## config.mk

```make
export PLATFORM = sky130hd
export DESIGN_NAME = seg7_scan_ctrl
export DESIGN_NICKNAME = d
export VERILOG_FILES = /design/src/rtl/seg7_scan_ctrl.sv
export SDC_FILE = /design/constraint.sdc
export NUM_CORES = 1
export LEC_CHECK = 0
export ABC_CLOCK_PERIOD_IN_PS = 7100
export BUFFER_PORTS_ARGS = -buffer_cell sky130_fd_sc_hd__buf_2
export CAP_MARGIN = 10
export CELL_PAD_IN_SITES_DETAIL_PLACEMENT = 0
export CELL_PAD_IN_SITES_GLOBAL_PLACEMENT = 1
export CORE_MARGIN = 3
export CORE_UTILIZATION = 30
export CTS_BUF_LIST = sky130_fd_sc_hd__clkbuf_8
export CTS_CLUSTER_DIAMETER = 40
export DETAILED_ROUTE_END_ITERATION = 10
export GPL_ROUTABILITY_DRIVEN = 1
export GPL_TIMING_DRIVEN = 0
export PLACE_DENSITY_LB_ADDON = 0.25
export SLEW_MARGIN = 20
export SYNTH_ARGS = -nofsm -noshare
export SYNTH_HDL_FRONTEND = slang
export SYNTH_SLANG_ARGS = --single-unit
```

## constraint.sdc

```tcl
create_clock -name clk -period 7.1 [get_ports clk]
set_input_delay 0 -clock clk [delete_from_list [all_inputs] [get_ports clk]]
set_output_delay 0 -clock clk [all_outputs]
set_load 0.01 [all_outputs]
```

## src/rtl/seg7_scan_ctrl.sv

```systemverilog
// seg7_scan_ctrl
// Time-multiplexed scan controller for a common-anode 7-segment display.
// Each digit slot has a blank guard phase (all anodes off) followed by a
// show phase (one anode low, digit code and decoder enable presented).
// New values are loaded into a shadow register with a ready/valid
// handshake and copied to the active register only at a frame wrap, so
// a frame never mixes old and new digits.
//
// Ports:
//   clk, rst      clock, synchronous active-high reset
//   iLoad/oReady  load handshake; accepted when iLoad & oReady
//   iValue        4 bits per digit, digit 0 in iValue[3:0] (rightmost)
//   iLzs          leading-zero suppression, captured with iValue
//   oAn           active-low anode selects, at most one low
//   oDigit, oEna  code and enable for the shared hex-to-segment decoder
//   oFrame        one-cycle pulse on the first cycle of each new frame
module seg7_scan_ctrl #(
    parameter int DIGITS       = 8,
    parameter int SLOT_CYCLES  = 100000,
    parameter int BLANK_CYCLES = 1000
) (
    input  logic                  clk,
    input  logic                  rst,
    input  logic                  iLoad,
    input  logic [4*DIGITS-1:0]   iValue,
    input  logic                  iLzs,
    output logic                  oReady,
    output logic [DIGITS-1:0]     oAn,
    output logic [3:0]            oDigit,
    output logic                  oEna,
    output logic                  oFrame
);

    localparam int IW = (DIGITS > 1) ? $clog2(DIGITS) : 1;
    localparam int CW = $clog2(SLOT_CYCLES);

    localparam logic [CW-1:0] BLANK_LAST = CW'(BLANK_CYCLES - 1);
    localparam logic [CW-1:0] SHOW_LAST  = CW'(SLOT_CYCLES - BLANK_CYCLES - 1);
    localparam logic [IW-1:0] IDX_LAST   = IW'(DIGITS - 1);

    typedef enum logic {ST_BLANK, ST_SHOW} state_e;

    state_e                    state_q, state_d;
    logic [IW-1:0]             idx_q, idx_d;
    logic [CW-1:0]             cnt_q, cnt_d;
    logic [DIGITS-1:0][3:0]    active_q, active_d;
    logic [DIGITS-1:0][3:0]    shadow_q, shadow_d;
    logic                      act_lzs_q, act_lzs_d;
    logic                      sh_lzs_q, sh_lzs_d;
    logic                      pending_q, pending_d;
    logic [DIGITS-1:0]         an_q, an_d;
    logic [3:0]                digit_q, digit_d;
    logic                      ena_q, ena_d;
    logic                      frame_q, frame_d;
    logic                      ready_q, ready_d;

    // lz[i]: active digits DIGITS-1 down to i are all zero
    logic [DIGITS-1:0]         lz;
    logic                      blank_end, show_end, wrap;

    always_comb begin
        state_d   = state_q;
        idx_d     = idx_q;
        cnt_d     = cnt_q;
        active_d  = active_q;
        act_lzs_d = act_lzs_q;
        shadow_d  = shadow_q;
        sh_lzs_d  = sh_lzs_q;
        pending_d = pending_q;
        frame_d   = 1'b0;
        lz        = '0;

        blank_end = (state_q == ST_BLANK) && (cnt_q == BLANK_LAST);
        show_end  = (state_q == ST_SHOW)  && (cnt_q == SHOW_LAST);
        wrap      = show_end && (idx_q == IDX_LAST);

        if (blank_end) begin
            state_d = ST_SHOW;
            cnt_d   = '0;
        end else if (show_end) begin
            state_d = ST_BLANK;
            cnt_d   = '0;
            idx_d   = (idx_q == IDX_LAST) ? '0 : idx_q + IW'(1);
        end else begin
            cnt_d   = cnt_q + CW'(1);
        end

        // Frame wrap: apply the shadow. A load on this same edge is refused
        // because pending is still set.
        if (wrap) begin
            frame_d = 1'b1;
            if (pending_q) begin
                active_d  = shadow_q;
                act_lzs_d = sh_lzs_q;
                pending_d = 1'b0;
            end
        end

        if (iLoad && !pending_q) begin
            shadow_d  = iValue;
            sh_lzs_d  = iLzs;
            pending_d = 1'b1;
        end

        // Outputs are computed from next-state so the registered outputs
        // line up with the phase they belong to.
        lz[DIGITS-1] = (active_d[DIGITS-1] == 4'd0);
        for (int i = DIGITS - 2; i >= 0; i--)
            lz[i] = lz[i+1] & (active_d[i] == 4'd0);

        an_d    = '1;
        digit_d = digit_q;
        ena_d   = 1'b0;
        if (state_d == ST_SHOW) begin
            an_d[idx_d] = 1'b0;
            digit_d     = active_d[idx_d];
            ena_d       = !(act_lzs_d && (idx_d != '0) && lz[idx_d]);
        end

        ready_d = ~pending_d;
    end

    always_ff @(posedge clk) begin
        if (rst) begin
            state_q   <= ST_BLANK;
            idx_q     <= '0;
            cnt_q     <= '0;
            active_q  <= '0;
            act_lzs_q <= 1'b0;
            shadow_q  <= '0;
            sh_lzs_q  <= 1'b0;
            pending_q <= 1'b0;
            an_q      <= '1;
            digit_q   <= '0;
            ena_q     <= 1'b0;
            frame_q   <= 1'b0;
            ready_q   <= 1'b1;
        end else begin
            state_q   <= state_d;
            idx_q     <= idx_d;
            cnt_q     <= cnt_d;
            active_q  <= active_d;
            act_lzs_q <= act_lzs_d;
            shadow_q  <= shadow_d;
            sh_lzs_q  <= sh_lzs_d;
            pending_q <= pending_d;
            an_q      <= an_d;
            digit_q   <= digit_d;
            ena_q     <= ena_d;
            frame_q   <= frame_d;
            ready_q   <= ready_d;
        end
    end

    assign oAn    = an_q;
    assign oDigit = digit_q;
    assign oEna   = ena_q;
    assign oFrame = frame_q;
    assign oReady = ready_q;

endmodule

```

==> results of run 1 <==
registers in the layout, summed over array words and instances, names as in the netlist:
name	cells
state_q	1
cnt_q	17
oEna	1
oFrame	1
shadow_q	32
oDigit	4
oReady	1
active_q	32
sh_lzs_q	1
oAn	8
idx_q	3
act_lzs_q	1
pending_q	1
what timing repair did:
action,4_1_cts,5_1_grt
hold buffers,35,0
endpoints found under the hold margin,35,0
gates resized for setup,0,0
worst paths after layout:
| path | start | endpoint | slack [ps] | depth (start not counted) |
|---|---|---|---|---|
| setup / recovery | cnt_q[10]$_SDFF_PP0_ | oEna$_SDFF_PP0_ | 4010 | 9 |
| hold / removal | iLoad | shadow_q[28]$_SDFFE_PP0P_ | 210 | 5 |
| setup reg to reg | cnt_q[10]$_SDFF_PP0_ | oEna$_SDFF_PP0_ | 4010 | 9 |
| hold reg to reg | shadow_q[0]$_SDFFE_PP0P_ | shadow_q[0]$_SDFFE_PP0P_ | 460 | 2 |
per-layer routing:
layer | vias up | share of wire | GRT usage
met5 | - | 0 | 0
met4 | 0 | 0.021 | 0.0568
met3 | 17 | 0.040 | 0.0375
met2 | 69 | 0.46 | 0.237
met1 | 1676 | 0.48 | 0.193
li1 | 1883 | - | -
critical path: cells and delay by family, from the launching register on:
| family | cells | cell delay [ps] |
|---|---|---|
| buffers and inverters | 2 | 660 |
| AO/OA/AOI/OAI | 3 | 550 |
| AND/OR/NAND/NOR | 4 | 1440 |
| flip-flops | 1 | 350 |
logic make-up (layout without fill, tap and decap cells):
group	after synthesis	after routing	share of synthesized area
mux	41	41	0.0982
compound gates	76	76	0.109
fa+ha+maj	3	3	0.00882
buf+inv	30	131	0.0317
flops	103	103	0.484
simple gates	218	218	0.239
xor+xnor	14	14	0.0288
power by group through the flow:
stage	sequential (mW)	clock (mW)	combinational [mW]
3_3_place_gp	0.615	0	0.0554
5_1_grt	0.604	0.445	0.0795
3_5_place_dp	0.615	0	0.0559
4_1_cts	0.602	0.427	0.0708
2_1_floorplan	0.611	0	0.0334
6_report	0.602	0.410	0.0701
layout make-up:
class                           instances  share of cell area
Timing Repair Buffer                   85               0.113
Inverter                                4             0.00283
Tap cell                              176              0.0416
Multi-Input combinational cell        352               0.389
Clock buffer                            9              0.0234
Clock inverter                          7              0.0184
Buffer                                 26              0.0227
Sequential cell                       103               0.389
cell usage in the layout (no fill, tap or decap), drive strengths merged, types with 2 or more instances in the layout:
| cell | netlist | layout |
|---|---|---|
| and3 | 2 | 2 |
| a311oi | 3 | 3 |
| mux2i | 35 | 35 |
| nand2b | 3 | 3 |
| nand3 | 8 | 8 |
| nor2 | 57 | 57 |
| dlygate4sd3 | 0 | 35 |
| or4 | 6 | 6 |
| xnor2 | 7 | 7 |
| xor2 | 7 | 7 |
| a21oi | 43 | 43 |
| inv | 4 | 6 |
| buf | 9 | 59 |
| nor2b | 10 | 10 |
| clkbuf | 17 | 26 |
| ha | 3 | 3 |
| nand4 | 9 | 9 |
| a211oi | 3 | 3 |
| mux2 | 6 | 6 |
| nand2 | 93 | 93 |
| nor3 | 3 | 3 |
| nor4 | 15 | 15 |
| or3 | 4 | 4 |
| o221ai | 4 | 4 |
| clkinv | 0 | 3 |
| nand3b | 3 | 3 |
| o211ai | 7 | 7 |
| o21ai | 7 | 7 |
| bufinv | 0 | 2 |
| dfxtp | 103 | 103 |
==> reports/results.tsv, run 1 <==
metric	value	unit
Core Box Area	13600	um2
peak supply drop	102	uV
RD Place Congestion	0.815	
post-synth top area share	0.484	
hpwl dp	8300	um
most frequent cell after synthesis	dfxtp_1	
share of layout cells above drive strength 1	0.137	
Crit Path Category	reg -> reg	
routed len/inst	14.6	um
Critical-path top delay cell	or4_1	
max frequency	323	MHz
placed insts	711	
Seq/Total Area, Yosys	0.484	
Psw	0.257	mW
Min-Delay Path Class	in -> reg	
drt pass-1 iters	4	
Synth Area per Inst	8.78	um2
Leak	2.21	nW
total track usage	0.148	
antenna viol nets, final	0	
Worst-Skew Late Latency	390	ps
post-layout power	1.08	mW
CTS H-tree depth	3	
# Post-CTS Setup Buffers	0	
clock sinks	103	
die height	125	um
cell taking the most area after synthesis	dfxtp_1	
CTS clock-pin slew for the worst setup and hold paths	90	ps
Synth Flop Type	dfxtp_1	
post-layout util	0.391	
Post-Syn Instances	485	
Max Buffers Root-to-Sink	2	
Synth Register Bits	103	
slew margin rel.	0.459	
post-place setup slack	4040	ps
die footprint	15700	um2
CTS tree	built	
Ports	51	
CP Max Fanout	10	
CP max stage delay	570	ps
Data arrival, critical path	3390	ps
synth unique cells	48	
Hold WS	210	ps
Post-Route WL	11100	um
die width	125	um
post-synthesis cell area	4260	um2
setup TNS	0	ps
initial drt markers	140	
actual slew at the worst max-slew pin	812	ps
CTS Buf Count	9	
Finished Cell Area	5300	um2
Syn-to-layout area delta	24.5	%
sw frac	0.237	
DRC Markers	0	
Ys Warns	0	
row count	42	
Clock power frac	0.379	
vias per cell	4.78	
WP data required	7400	ps
vias in the first global route	3637	
Power Density	204	nW/um2
ys async rst share	0	
vias	3645	
final cycle utilization of the critical path	0.436	
first-pass GRT wire length	18400	um
Nets	620	
Storage cell area	2060	um2
Max-Cap Viols	0	
Hold Vio Cnt, Final	0	
skew final	14.5	ps
syn nets	524	
crit-path cells	or4_1, nor4_2, nand4_1, buf_1, buf_2, nand2_1, a21oi_1, o221a_2, a31oi_1	
Antenna Cells	0	
status	finished clean	
final std cells w/o fill	762	
top cells by area, synth	dfxtp_1 48%, mux2i_1 8.2%, nand2_1 8.1%, a21oi_1 5.1%, nor2_1 5.0%	
Root Driver	clkbuf_8	
Post-synth top cells	103 x dfxtp_1, 92 x nand2_1, 57 x nor2_1, 43 x a21oi_1, 35 x mux2i_1	
RSZ-0062 raised after global routing	false	
Seq pwr share	0.556	
Post-synth EDFFs	0	
port bufs	50	
final setup violation count	0	
min cycle time layout	3090	ps
startpoint types	flip-flop	
area post-placement	4730	um2
Int Pwr	0.825	mW
setup ws final	4010	ps
Slew Viols, Final	0	
initial antenna violation count	0	
initial core utilization	0.314	
grt total ovfl	0	
Crit. End Element	flip-flop	
largest net degree at the start of global routing	18	
multi-input logic area	2060	um2
Fillers	1401	
logic gate share of total power	0.065	
No activity file was read; power rests on OpenSTA's default activity.
==> inputs of run 2 (changes only) <==
--- a/config.mk
+++ b/config.mk
@@ -5,7 +5,8 @@
 export SDC_FILE = /design/constraint.sdc
 export NUM_CORES = 1
 export LEC_CHECK = 0
-export ABC_CLOCK_PERIOD_IN_PS = 7100
+export ABC_AREA = 1
+export ABC_CLOCK_PERIOD_IN_PS = 2900
 export BUFFER_PORTS_ARGS = -buffer_cell sky130_fd_sc_hd__buf_2
 export CAP_MARGIN = 10
 export CELL_PAD_IN_SITES_DETAIL_PLACEMENT = 0
==> constraint.sdc (replaced) <==
create_clock -name clk -period 2.9 [get_ports clk]
set_input_delay 0 -clock clk [delete_from_list [all_inputs] [get_ports clk]]
set_output_delay 0 -clock clk [all_outputs]
set_load 0.01 [all_outputs]
==> reports/results.tsv, run 2 <==
metric	value	unit
top flop regs	active_q x32, shadow_q x32, cnt_q x17	
CTS tree	built	
Hold Crit Start	iValue[18]	
hold path cells	4	
Power Density	431	nW/um2
DRC Markers	0	
total track usage	0.162	
final cycle utilization of the critical path	0.882	
Crit path max-delay family	buffers and inverters	
CTS clock-pin slew for the worst setup and hold paths	100	ps
largest net degree at the start of global routing	18	
initial drt markers	323	
Finished Cell Area	5890	um2
Post-Syn Instances	734	
Root Driver	clkbuf_8	
first-pass GRT wire length	23000	um
ys async rst share	0	
Post-synth EDFFs	0	
vias per cell	4.64	
syn nets	773	
CP Max Fanout	10	
Worst-Skew Late Latency	380	ps
RR Startpoint	idx_q[0]$_SDFF_PP0_	
post-synthesis cell area	4850	um2
placed insts	995	
cell taking the most area after synthesis	dfxtp_1	
drt pass-1 iters	5	
worst reg2reg path depth	14	
RD Place Congestion	0.917	
hpwl dp	10500	um
post-place setup slack	380	ps
Data arrival, critical path	2880	ps
startpoint types	flip-flop	
die width	133	um
Core Box Area	15500	um2
peak supply drop	199	uV
Critical-path top delay cell	clkbuf_1	
largest family of logic cells by synthesized area	simple AND/OR/NAND/NOR gates	
Nets	869	
Synth Area per Inst	6.60	um2
slew margin rel.	0.540	
post-synthesis xor/xnor area fraction	0.00903	
Hold Vio Cnt, Final	0	
Crit. End Element	flip-flop	
port bufs	50	
mux share of post-synthesis cell area	0	
die footprint	17700	um2
skew final	10.1	ps
max frequency	391	MHz
Leak	2.57	nW
area post-placement	5360	um2
status	finished clean	
initial core utilization	0.313	
most frequent cells in the layout	199 x nand2_1, 144 x nor2_1, 103 x dfxtp_1	
synth unique cells	32	
Syn-to-layout area delta	21.6	%
Synth Area in Adders	0.00774	
clock sinks	103	
Synth Flop Type	dfxtp_1	
most frequent cell after synthesis	nand2_1	
most common cell after layout, fill and taps aside	nand2_1	
share of layout cells above drive strength 1	0.114	
Max Buffers Root-to-Sink	2	
die height	133	um
Simple-Gate Fraction of Synth Area	0.360	
grt total ovfl	0	
vias	4849	
vias in the first global route	4552	
crit path buf inv count	2	
Hold WS	358	ps
post-layout util	0.381	
top cells by area, synth	dfxtp_1 43%, nand2_1 15%, nor2_1 11%, o21ai_0 4.9%, inv_1 4.6%	
Antenna Cells	0	
final setup violation count	0	
RSZ-0062 raised after global routing	false	
post-synth top area share	0.425	
Hold Path End	shadow_q[18]$_SDFFE_PP0P_	
Ports	51	
CP max stage delay	460	ps
Post-Route WL	14000	um
row count	45	
Synth Area in Compound Gates	0.118	
# Post-CTS Setup Buffers	0	
Min-Delay Path Class	in -> reg	
post-layout power	2.54	mW
Max-Cap Viols	0	
Crit Path Category	reg -> reg	
Synth Register Bits	103	
final std cells w/o fill	1046	
Slew Viols, Final	0	
CTS H-tree depth	3	
crit-path cells	ha_1, ha_1, clkbuf_1, clkbuf_1, nand3_1, nand2_1, nor2_1, nand2_1, nand2_1, nand3_1, nand2_1, nand2_1, nor2_1, nor2_1	
CTS Buf Count	9	
routed len/inst	13.4	um
initial antenna violation count	0	
WP depth	14	
WP data required	3220	ps
antenna viol nets, final	0	
Most common cell on crit path	nand2_1	
Reg2Reg Setup Slack	340	ps
min cycle time layout	2560	ps
actual slew at the worst max-slew pin	690	ps
Critical R2R Capture	oEna$_SDFF_PP0_	
Ys Warns	0	
Post-synth top cells	199 x nand2_1, 144 x nor2_1, 103 x dfxtp_1, 59 x inv_1, 47 x o21ai_0	
setup TNS	0	ps
Seq/Total Area, Yosys	0.425	
setup ws final	342	ps
-- run 2: cell types whose count changed in the layout (fill, tap and decap cells not counted), sizes merged, moves of 32 or more --
cell   change
nor2      +93
mux2i     -35
nand3     +32
inv       +59
nand2    +111
o21ai     +45
-- run 2: per-layer routing --
layer / wire (um) / vias to the layer above / GRT usage
met5: 0 / - / 0
li1: - / 2512 / -
met4: 208 / 0 / 0.0503
met2: 5950 / 106 / 0.245
met3: 599 / 14 / 0.0276
met1: 7250 / 2217 / 0.234
-- run 2: kinds of logic after synthesis --
group	count (synthesis)
AOI/OAI and AO/OA	104
xor gates and xnor gates	5
adders and majority gates	3
buffers and inverters	97
DFF	103
and+or+nand+nor	422
-- run 2: timing repair --
action | CTS | global route
endpoints found under the hold margin | 38 | 0
hold buffers | 35 | 0
resized for setup | 0 | 0
-- run 2: where the power goes --
group	leakage (nW)	internal [mW]	total, mW	switching [mW]
sequential	0.839	1.46	1.48	0.0215
clock	0.0907	0.340	0.865	0.524
combinational	1.64	0.0848	0.198	0.113
-- run 2: final cells by class --
| cell class | instances | area, um2 |
|---|---|---|
| repair buffers | 85 | 601 |
| clock inverters | 6 | 45.0 |
| plain buffers | 35 | 153 |
| flip-flops and latches | 103 | 2060 |
| well taps | 211 | 264 |
| multi-input cells | 534 | 2400 |
| clock buffers | 10 | 138 |
| fillers | 1683 | 9590 |
| inverters | 62 | 233 |
-- run 2: worst min-delay path, stage by stage --
cell           delay [ps]
dlygate4sd3_1         510
buf_2                  90
nor2_1                 30
nor2_1                 80
-- run 2: worst max-delay path by stage --
stage	start	end	slack [ps]
floorplan	cnt_q[0]$_SDFF_PP0_	oDigit[2]$_SDFFE_PP0N_	920
global placement	idx_q[0]$_SDFF_PP0_	oEna$_SDFF_PP0_	410
detailed placement	idx_q[0]$_SDFF_PP0_	oEna$_SDFF_PP0_	380
CTS	idx_q[0]$_SDFF_PP0_	oEna$_SDFF_PP0_	350
global route	idx_q[0]$_SDFF_PP0_	oEna$_SDFF_PP0_	40
finish	idx_q[0]$_SDFF_PP0_	oEna$_SDFF_PP0_	340
